File: config.mk
export PLATFORM = sky130hd
export DESIGN_NAME = ulg_fusion_engine
export DESIGN_NICKNAME = d
export VERILOG_FILES = /design/src/rtl/ulg_fusion_engine.sv
export SDC_FILE = /design/constraint.sdc
export NUM_CORES = 1
export LEC_CHECK = 0
export ABC_AREA = 0
export CAP_MARGIN = 10
export CORE_MARGIN = 10
export CORE_UTILIZATION = 60
export CTS_CLUSTER_SIZE = 8
export DETAILED_ROUTE_END_ITERATION = 6
export GPL_ROUTABILITY_DRIVEN = 0
export PLACE_DENSITY = 0.82
export SYNTH_ARGS = -nofsm -noshare
export SYNTH_HDL_FRONTEND = slang
export SYNTH_SLANG_ARGS = --single-unit
File: constraint.sdc
create_clock -name clk -period 7.45 [get_ports clk]
set_input_delay 1.49 -clock clk [delete_from_list [all_inputs] [get_ports clk]]
set_output_delay 1.49 -clock clk [all_outputs]
set_load 0.05 [all_outputs]
File: src/rtl/ulg_fusion_engine.sv
// ulg_fusion_engine
// Fusion stage of the ULG datapath. For each pixel it reads the P1 vector A
// and the P3 scalar C, then forms out[c] = (A[c]*B[c])*C, where B is the P2
// channel gate latched at start. LANES channels are processed per cycle
// through a two-stage multiply pipeline. Fused vectors are queued in a small
// output FIFO that feeds the encoder over valid/ready.
//
// Ports
//   clk, rst          clock, synchronous active-high reset
//   i_clk_en          global enable; low freezes every register
//   i_start           run start (accepted in IDLE only)
//   i_mode            0: A*B*C  1: A*B  2: A*C  3: A
//   i_pixel_count     pixels in the run
//   i_gate_flat       B vector, latched at start
//   o_p1_rd_*         P1 read strobe/address, data on i_p1_rd_data one cycle later
//   o_p3_rd_*         P3 read strobe/address, data on i_p3_rd_data one cycle later
//   o_enc_*           FIFO head towards the encoder (valid/ready/data/last)
//   o_busy            run in progress
//   o_done            one-cycle pulse after the last pixel has been accepted
//
// state  | meaning
// -------+---------------------------------------------------------------
// IDLE   | waiting for i_start
// READ   | issue P1/P3 reads for pixel pix once the FIFO has room
// WAIT   | read data arrives, captured into the pixel registers
// COMP   | issue one beat of LANES channels per cycle into stage 1
// DRAIN  | let the pipeline empty, push the assembled vector
// DONE   | wait for the FIFO to empty, pulse o_done
module ulg_fusion_engine #(
  parameter int DATA_W    = 8,
  parameter int IN_CH     = 8,
  parameter int LANES     = 2,
  parameter int FRAC_W    = 4,
  parameter int FM_ADDR_W = 10,
  parameter int OUT_DEPTH = 4
) (
  input  logic                    clk,
  input  logic                    rst,
  input  logic                    i_clk_en,
  input  logic                    i_start,
  input  logic [1:0]              i_mode,
  input  logic [FM_ADDR_W:0]      i_pixel_count,
  input  logic [IN_CH*DATA_W-1:0] i_gate_flat,
  output logic                    o_p1_rd_en,
  output logic [FM_ADDR_W-1:0]    o_p1_rd_addr,
  input  logic [IN_CH*DATA_W-1:0] i_p1_rd_data,
  output logic                    o_p3_rd_en,
  output logic [FM_ADDR_W-1:0]    o_p3_rd_addr,
  input  logic [DATA_W-1:0]       i_p3_rd_data,
  output logic                    o_enc_valid,
  input  logic                    i_enc_ready,
  output logic [IN_CH*DATA_W-1:0] o_enc_data,
  output logic                    o_enc_last,
  output logic                    o_busy,
  output logic                    o_done
);

  localparam int VEC_W  = IN_CH * DATA_W;
  localparam int BEATS  = IN_CH / LANES;
  localparam int BEAT_W = (BEATS > 1) ? $clog2(BEATS) : 1;
  localparam int PTR_W  = $clog2(OUT_DEPTH);
  localparam int CNT_W  = PTR_W + 1;
  // one guard bit above the full product keeps the rounding add from wrapping
  localparam int PW     = 2 * DATA_W + 1;

  localparam logic signed [PW-1:0] RND_K   = PW'(1) << (FRAC_W - 1);
  localparam logic signed [PW-1:0] SAT_MAX = PW'((1 << (DATA_W - 1)) - 1);
  localparam logic signed [PW-1:0] SAT_MIN = PW'(-(1 << (DATA_W - 1)));

  typedef enum logic [2:0] {
    ST_IDLE,
    ST_READ,
    ST_WAIT,
    ST_COMP,
    ST_DRAIN,
    ST_DONE
  } state_e;

  state_e state_q, state_d;

  logic [1:0]             mode_q;
  logic [FM_ADDR_W:0]     count_q;
  logic [VEC_W-1:0]       gate_q;
  logic [FM_ADDR_W-1:0]   pix_q;
  logic [VEC_W-1:0]       a_q;
  logic [DATA_W-1:0]      c_q;
  logic [BEAT_W-1:0]      beat_q;
  logic                   drain_cnt_q;
  logic                   pending_q;

  logic                   s1_valid_q;
  logic [BEAT_W-1:0]      s1_beat_q;
  logic [LANES-1:0][DATA_W-1:0] s1_p_q;
  logic [LANES-1:0][DATA_W-1:0] s1_p_d;
  logic [LANES-1:0][DATA_W-1:0] s2_d;
  logic [VEC_W-1:0]       asm_q;

  logic [VEC_W:0]         fifo_mem_q [OUT_DEPTH];
  logic [PTR_W-1:0]       wr_ptr_q;
  logic [PTR_W-1:0]       rd_ptr_q;
  logic [CNT_W-1:0]       fifo_cnt_q;

  logic stall;
  logic last_beat;
  logic drain_done;
  logic last_pix;
  logic push;
  logic pop;

  // Signed fixed-point multiply: round half toward +inf, then saturate.
  function automatic logic [DATA_W-1:0] fix_mul(input logic [DATA_W-1:0] a,
                                                 input logic [DATA_W-1:0] b);
    logic signed [PW-1:0] prod;
    logic signed [PW-1:0] sh;
    prod = $signed({{(PW-DATA_W){a[DATA_W-1]}}, a}) *
           $signed({{(PW-DATA_W){b[DATA_W-1]}}, b});
    sh = (prod + RND_K) >>> FRAC_W;
    if (sh > SAT_MAX) begin
      return {1'b0, {(DATA_W-1){1'b1}}};
    end else if (sh < SAT_MIN) begin
      return {1'b1, {(DATA_W-1){1'b0}}};
    end
    return sh[DATA_W-1:0];
  endfunction

  // A pixel in flight already owns a FIFO slot, so it counts against room.
  assign stall      = (int'(fifo_cnt_q) + int'(pending_q)) >= OUT_DEPTH;
  assign last_beat  = (beat_q == BEAT_W'(BEATS - 1));
  assign drain_done = (drain_cnt_q == 1'b0);
  assign last_pix   = ({1'b0, pix_q} == (count_q - (FM_ADDR_W+1)'(1)));
  assign push       = i_clk_en && (state_q == ST_DRAIN) && drain_done;
  assign pop        = i_clk_en && o_enc_valid && i_enc_ready;

  // FSM: state register
  always_ff @(posedge clk) begin
    if (rst) begin
      state_q <= ST_IDLE;
    end else if (i_clk_en) begin
      state_q <= state_d;
    end
  end

  // FSM: next state
  always_comb begin
    state_d = state_q;
    case (state_q)
      ST_IDLE: begin
        if (i_start) begin
          state_d = (i_pixel_count == '0) ? ST_DONE : ST_READ;
        end
      end
      ST_READ: begin
        if (!stall) begin
          state_d = ST_WAIT;
        end
      end
      ST_WAIT: state_d = ST_COMP;
      ST_COMP: begin
        if (last_beat) begin
          state_d = ST_DRAIN;
        end
      end
      ST_DRAIN: begin
        if (drain_done) begin
          state_d = last_pix ? ST_DONE : ST_READ;
        end
      end
      ST_DONE: begin
        if (fifo_cnt_q == '0) begin
          state_d = ST_IDLE;
        end
      end
      default: state_d = ST_IDLE;
    endcase
  end

  // FSM: outputs (all derived from registers, so they hold while frozen)
  always_comb begin
    o_busy       = (state_q != ST_IDLE);
    o_p1_rd_en   = (state_q == ST_READ) && !stall;
    o_p3_rd_en   = (state_q == ST_READ) && !stall;
    o_p1_rd_addr = pix_q;
    o_p3_rd_addr = pix_q;
    o_done       = (state_q == ST_DONE) && (fifo_cnt_q == '0);
  end

  // Stage 1 operands for the current beat; modes 2/3 bypass the gate.
  always_comb begin
    s1_p_d = '0;
    for (int l = 0; l < LANES; l++) begin
      if (mode_q[1]) begin
        s1_p_d[l] = a_q[(int'(beat_q) * LANES + l) * DATA_W +: DATA_W];
      end else begin
        s1_p_d[l] = fix_mul(a_q[(int'(beat_q) * LANES + l) * DATA_W +: DATA_W],
                            gate_q[(int'(beat_q) * LANES + l) * DATA_W +: DATA_W]);
      end
    end
  end

  // Stage 2 results; modes 1/3 bypass the spatial scalar.
  always_comb begin
    s2_d = '0;
    for (int l = 0; l < LANES; l++) begin
      s2_d[l] = mode_q[0] ? s1_p_q[l] : fix_mul(s1_p_q[l], c_q);
    end
  end

  // Run control and datapath
  always_ff @(posedge clk) begin
    if (rst) begin
      mode_q      <= '0;
      count_q     <= '0;
      gate_q      <= '0;
      pix_q       <= '0;
      a_q         <= '0;
      c_q         <= '0;
      beat_q      <= '0;
      drain_cnt_q <= 1'b0;
      pending_q   <= 1'b0;
      s1_valid_q  <= 1'b0;
      s1_beat_q   <= '0;
      s1_p_q      <= '0;
      asm_q       <= '0;
    end else if (i_clk_en) begin
      case (state_q)
        ST_IDLE: begin
          if (i_start) begin
            mode_q  <= i_mode;
            count_q <= i_pixel_count;
            gate_q  <= i_gate_flat;
            pix_q   <= '0;
          end
        end
        ST_READ: begin
          if (!stall) begin
            pending_q <= 1'b1;
          end
        end
        ST_WAIT: begin
          a_q    <= i_p1_rd_data;
          c_q    <= i_p3_rd_data;
          beat_q <= '0;
        end
        ST_COMP: begin
          beat_q <= beat_q + BEAT_W'(1);
          if (last_beat) begin
            // two DRAIN cycles: stage 2 completes, then the vector is pushed
            drain_cnt_q <= 1'b1;
          end
        end
        ST_DRAIN: begin
          if (drain_done) begin
            pending_q <= 1'b0;
            if (!last_pix) begin
              pix_q <= pix_q + FM_ADDR_W'(1);
            end
          end else begin
            drain_cnt_q <= drain_cnt_q - 1'b1;
          end
        end
        default: ;
      endcase

      s1_valid_q <= (state_q == ST_COMP);
      if (state_q == ST_COMP) begin
        s1_beat_q <= beat_q;
        s1_p_q    <= s1_p_d;
      end

      if (s1_valid_q) begin
        for (int l = 0; l < LANES; l++) begin
          asm_q[(int'(s1_beat_q) * LANES + l) * DATA_W +: DATA_W] <= s2_d[l];
        end
      end
    end
  end

  // Output FIFO pointers and occupancy
  always_ff @(posedge clk) begin
    if (rst) begin
      wr_ptr_q   <= '0;
      rd_ptr_q   <= '0;
      fifo_cnt_q <= '0;
    end else begin
      if (push) begin
        wr_ptr_q <= wr_ptr_q + PTR_W'(1);
      end
      if (pop) begin
        rd_ptr_q <= rd_ptr_q + PTR_W'(1);
      end
      case ({push, pop})
        2'b10:   fifo_cnt_q <= fifo_cnt_q + CNT_W'(1);
        2'b01:   fifo_cnt_q <= fifo_cnt_q - CNT_W'(1);
        default: fifo_cnt_q <= fifo_cnt_q;
      endcase
    end
  end

  // FIFO storage: {last, data}
  always_ff @(posedge clk) begin
    if (push) begin
      fifo_mem_q[wr_ptr_q] <= {last_pix, asm_q};
    end
  end

  // Head is forced to zero when empty so outputs read 0 after reset/flush.
  always_comb begin
    o_enc_valid = (fifo_cnt_q != '0);
    o_enc_data  = o_enc_valid ? fifo_mem_q[rd_ptr_q][VEC_W-1:0] : '0;
    o_enc_last  = o_enc_valid ? fifo_mem_q[rd_ptr_q][VEC_W] : 1'b0;
  end

endmodule

==> run summary <==
Placed Area: 34400 µm²
CTS H-tree lvls: 3
GRT overflow: 0
via count: 22888
antenna violations before repair: 1
Synth Instances: 2993
EDFF count, synth: 260
Yosys reg bits: 518
Via density: 5.843
synthesized area: 31530 µm²
asr flop ratio synth: 0%
worst r2r src: beat_q[0]
post-CTS resize count: 0
largest net degree at the start of global routing: 102
share of layout cells above drive strength 1: 7.414%
Core Area: 51720 µm²
cell area after layout: 36550 µm²
CP startpoint kind: flop
worst path cell trace: buf_4, mux4_2, and2_1, fa_1, inv_1, fa_1, fa_1, fa_1, inv_1, ha_1, a21oi_1, o21ai_0, o21ai_0, mux2_2, mux2i_1, a32o_1, o31ai_1, a32o_1
chip height: 249.2 µm
Pins Over Slew Limit: 0
Post-Syn Nets: 3504
Achievable Freq: 147.6 MHz
Synth Area in Compound Gates: 9.298%
status: completed
CP delay by family, top: adder cells
Max Fanout on Critical Path: 22
1st-pass router iterations: 6
Num Clock Sinks: 518
GRT Total Usage: 25.12%
Final #Nets: 3706
initial cell density of the core: 60.97%
Syn Area/Cell: 10.53 µm²
clock share of power: 43.9%
CP endpoint kind: flop
# IOs: 244
die area: 62120 µm²
Layout area overhead: 15.90%
slowest stage delay, CP: 760 ps
final hold slack: 451.2 ps
main combinational cell family by area after synthesis: adder cells
Switch Pwr: 1.833 mW
CP dominant cell by count: fa_1
placed cells: 3799
Gate power share: 12.2%
Max-Cap Viols: 0
final hold violations: 0
hold crit path type: reg2reg
Cells on Worst Hold Path: 2
worst relative slew slack: 26.40%
WL per Instance: 19.95 µm
Yosys top cell area share: 24.76%
Seq/Total Area, Yosys: 41.14%
hold_buf cts: 0
Rows: 83
Post-CTS Setup Bufs: 0
Post-synth top flop: edfxtp_1
clock tree buffer depth: 3
clk_lat worst skew: 630 ps
actual slew at the worst max-slew pin: 1104 ps
R2R setup slack: 680 ps
Finished Core Util: 70.66%
Tmin final: 6774 ps
final critical-path setup slack: 676.3 ps
RSZ-0062 raised after global routing: no
mux cell area share after synthesis: 7.290%
Worst-path clk slew: 60 ps
Tcrit/Tclk final: 90.92%
CP bufs+invs: 3
Sw Ratio: 25.96%
Commonest cells post-synth: nand2_1, inv_1, edfxtp_1
Reg power frac: 43.9%
pre-CTS setup slack: 739.3 ps
CP max stage cell: dfxtp_2
vias in the first global route: 24107
Final HPWL DP: 56110 µm
CTS tree: yes
warning count from the yosys run: 0
area leader, netlist: edfxtp_1
Leakage: 13.86 nW
WL final: 78130 µm
XOR/XNOR share of the synthesized area: 1.972%
root buf cell: clkbuf_16
reg2reg end: s1_p_q[4]
Hold Path End: gate_q[13]
worst hold start: gate_q[13]
skew final: 23.82 ps
Critical path origin: beat_q[0]
DRC Markers: 0
first-pass GRT wire length: 127800 µm
Layout Cells excl Fill: 3917
# setup viols final: 0
dominant cells by area after synthesis: edfxtp_1, dfxtp_1, fa_1
total power: 7.058 mW
setup TNS: 0 ps
Pint: 5.226 mW
worst path required time: 7960 ps
FF-to-FF path depth: 18
post-synthesis simple-gate area fraction: 14.21%
TritonCTS buffer count: 74
initial drt markers: 1745
Chip Width: 249.2 µm
I/O Buffers: 243
Post-Synth Adder-Cell Area: 19.71%
count of cell types in the netlist: 77
post-route ant nets: 0
Antenna diodes: 0
Peak VDD IR: 0.1567 mV
Cell Pwr Density: 193.1 nW/µm²
WP data arrival: 7280 ps
Crit Path Class: reg2reg
most common cell in the netlist: nand2_1
## final cells by class
type	count	area [µm²]
fill	3518	15170
tap	680	850.8
clock inverter	7	155.1
sequential	518	12980
inverter	375	1408
multi-input combinational	1961	16560
timing repair buffer	265	2599
clock buffer	111	1991
## kinds of logic after synthesis
group                    after synthesis
AND/OR/NAND/NOR                      930
flip-flops                           518
buffers and inverters                514
AO/OA/AOI/OAI                        493
adder cells (fa/ha/maj)              357
multiplexers                         110
XOR/XNOR                              71
## how the worst max path moves through the flow
stage	slack, ps	endpoint	cells after the start
2_1_floorplan	670	s1_p_q[10]	21
3_3_place_gp	1050	s1_p_q[14]	19
3_5_place_dp	740	s1_p_q[4]	18
4_1_cts	720	s1_p_q[4]	18
5_1_grt	330	s1_p_q[4]	19
6_report	680	s1_p_q[4]	18
## worst reg2reg max path: stages (launching register included)
cell and delay (ps):
dfxtp_2 760, buf_4 360, mux4_2 630, and2_1 250, fa_1 600, inv_1 160, fa_1 610, fa_1 460
fa_1 550, inv_1 40, ha_1 370, a21oi_1 110, o21ai_0 420, o21ai_0 160, mux2_2 280, mux2i_1 180
a32o_1 340, o31ai_1 110, a32o_1 270
## layer usage
layer  up-vias  part of all wire, %  track usage (%)  wire, µm
met5         -                0.017                0        13
met4         2                  2.8            7.699      2160
met3       155                  8.1            5.611      6343
met2      1002                   50            43.36     39450
met1     11266                   39            30.91     30160
li1      10463                    -                -         -
## state kept, by name, indices dropped and copies added, names as in the netlist, 8 cells and up, named ones only
name	count
fifo_mem_q	260
gate_q	64
a_q	64
s1_p_q	16
count_q	11
o_p1_rd_addr	10
asm_q	64
c_q	8
## placed cells by master, fill, tap and decap left out, drive strengths merged, types with 17 or more instances in the layout
cell | synthesis | final
a21oi | 224 | 224
and3 | 17 | 17
o211ai | 18 | 18
fa | 233 | 233
clkdlybuf4s50 | 1 | 242
xor2 | 25 | 25
mux4 | 95 | 95
xnor2 | 46 | 46
nand2 | 473 | 473
ha | 124 | 124
o21ai | 120 | 120
nor2b | 18 | 18
buf | 22 | 23
nor2 | 74 | 74
dfxtp | 258 | 258
a21o | 17 | 17
a211oi | 19 | 19
and2 | 225 | 225
nor3 | 27 | 27
edfxtp | 260 | 260
clkbuf | 116 | 111
inv | 374 | 377
## power by group through the flow
stage	logic (mW)	registers [mW]	clock network, mW
2_1_floorplan	0.565	3.12	0
3_3_place_gp	0.832	3.15	0
3_5_place_dp	0.855	3.15	0
4_1_cts	0.861	3.10	3.13
5_1_grt	0.931	3.10	3.24
6_report	0.862	3.10	3.10
Note: power is estimated with default switching activity, not from simulation.
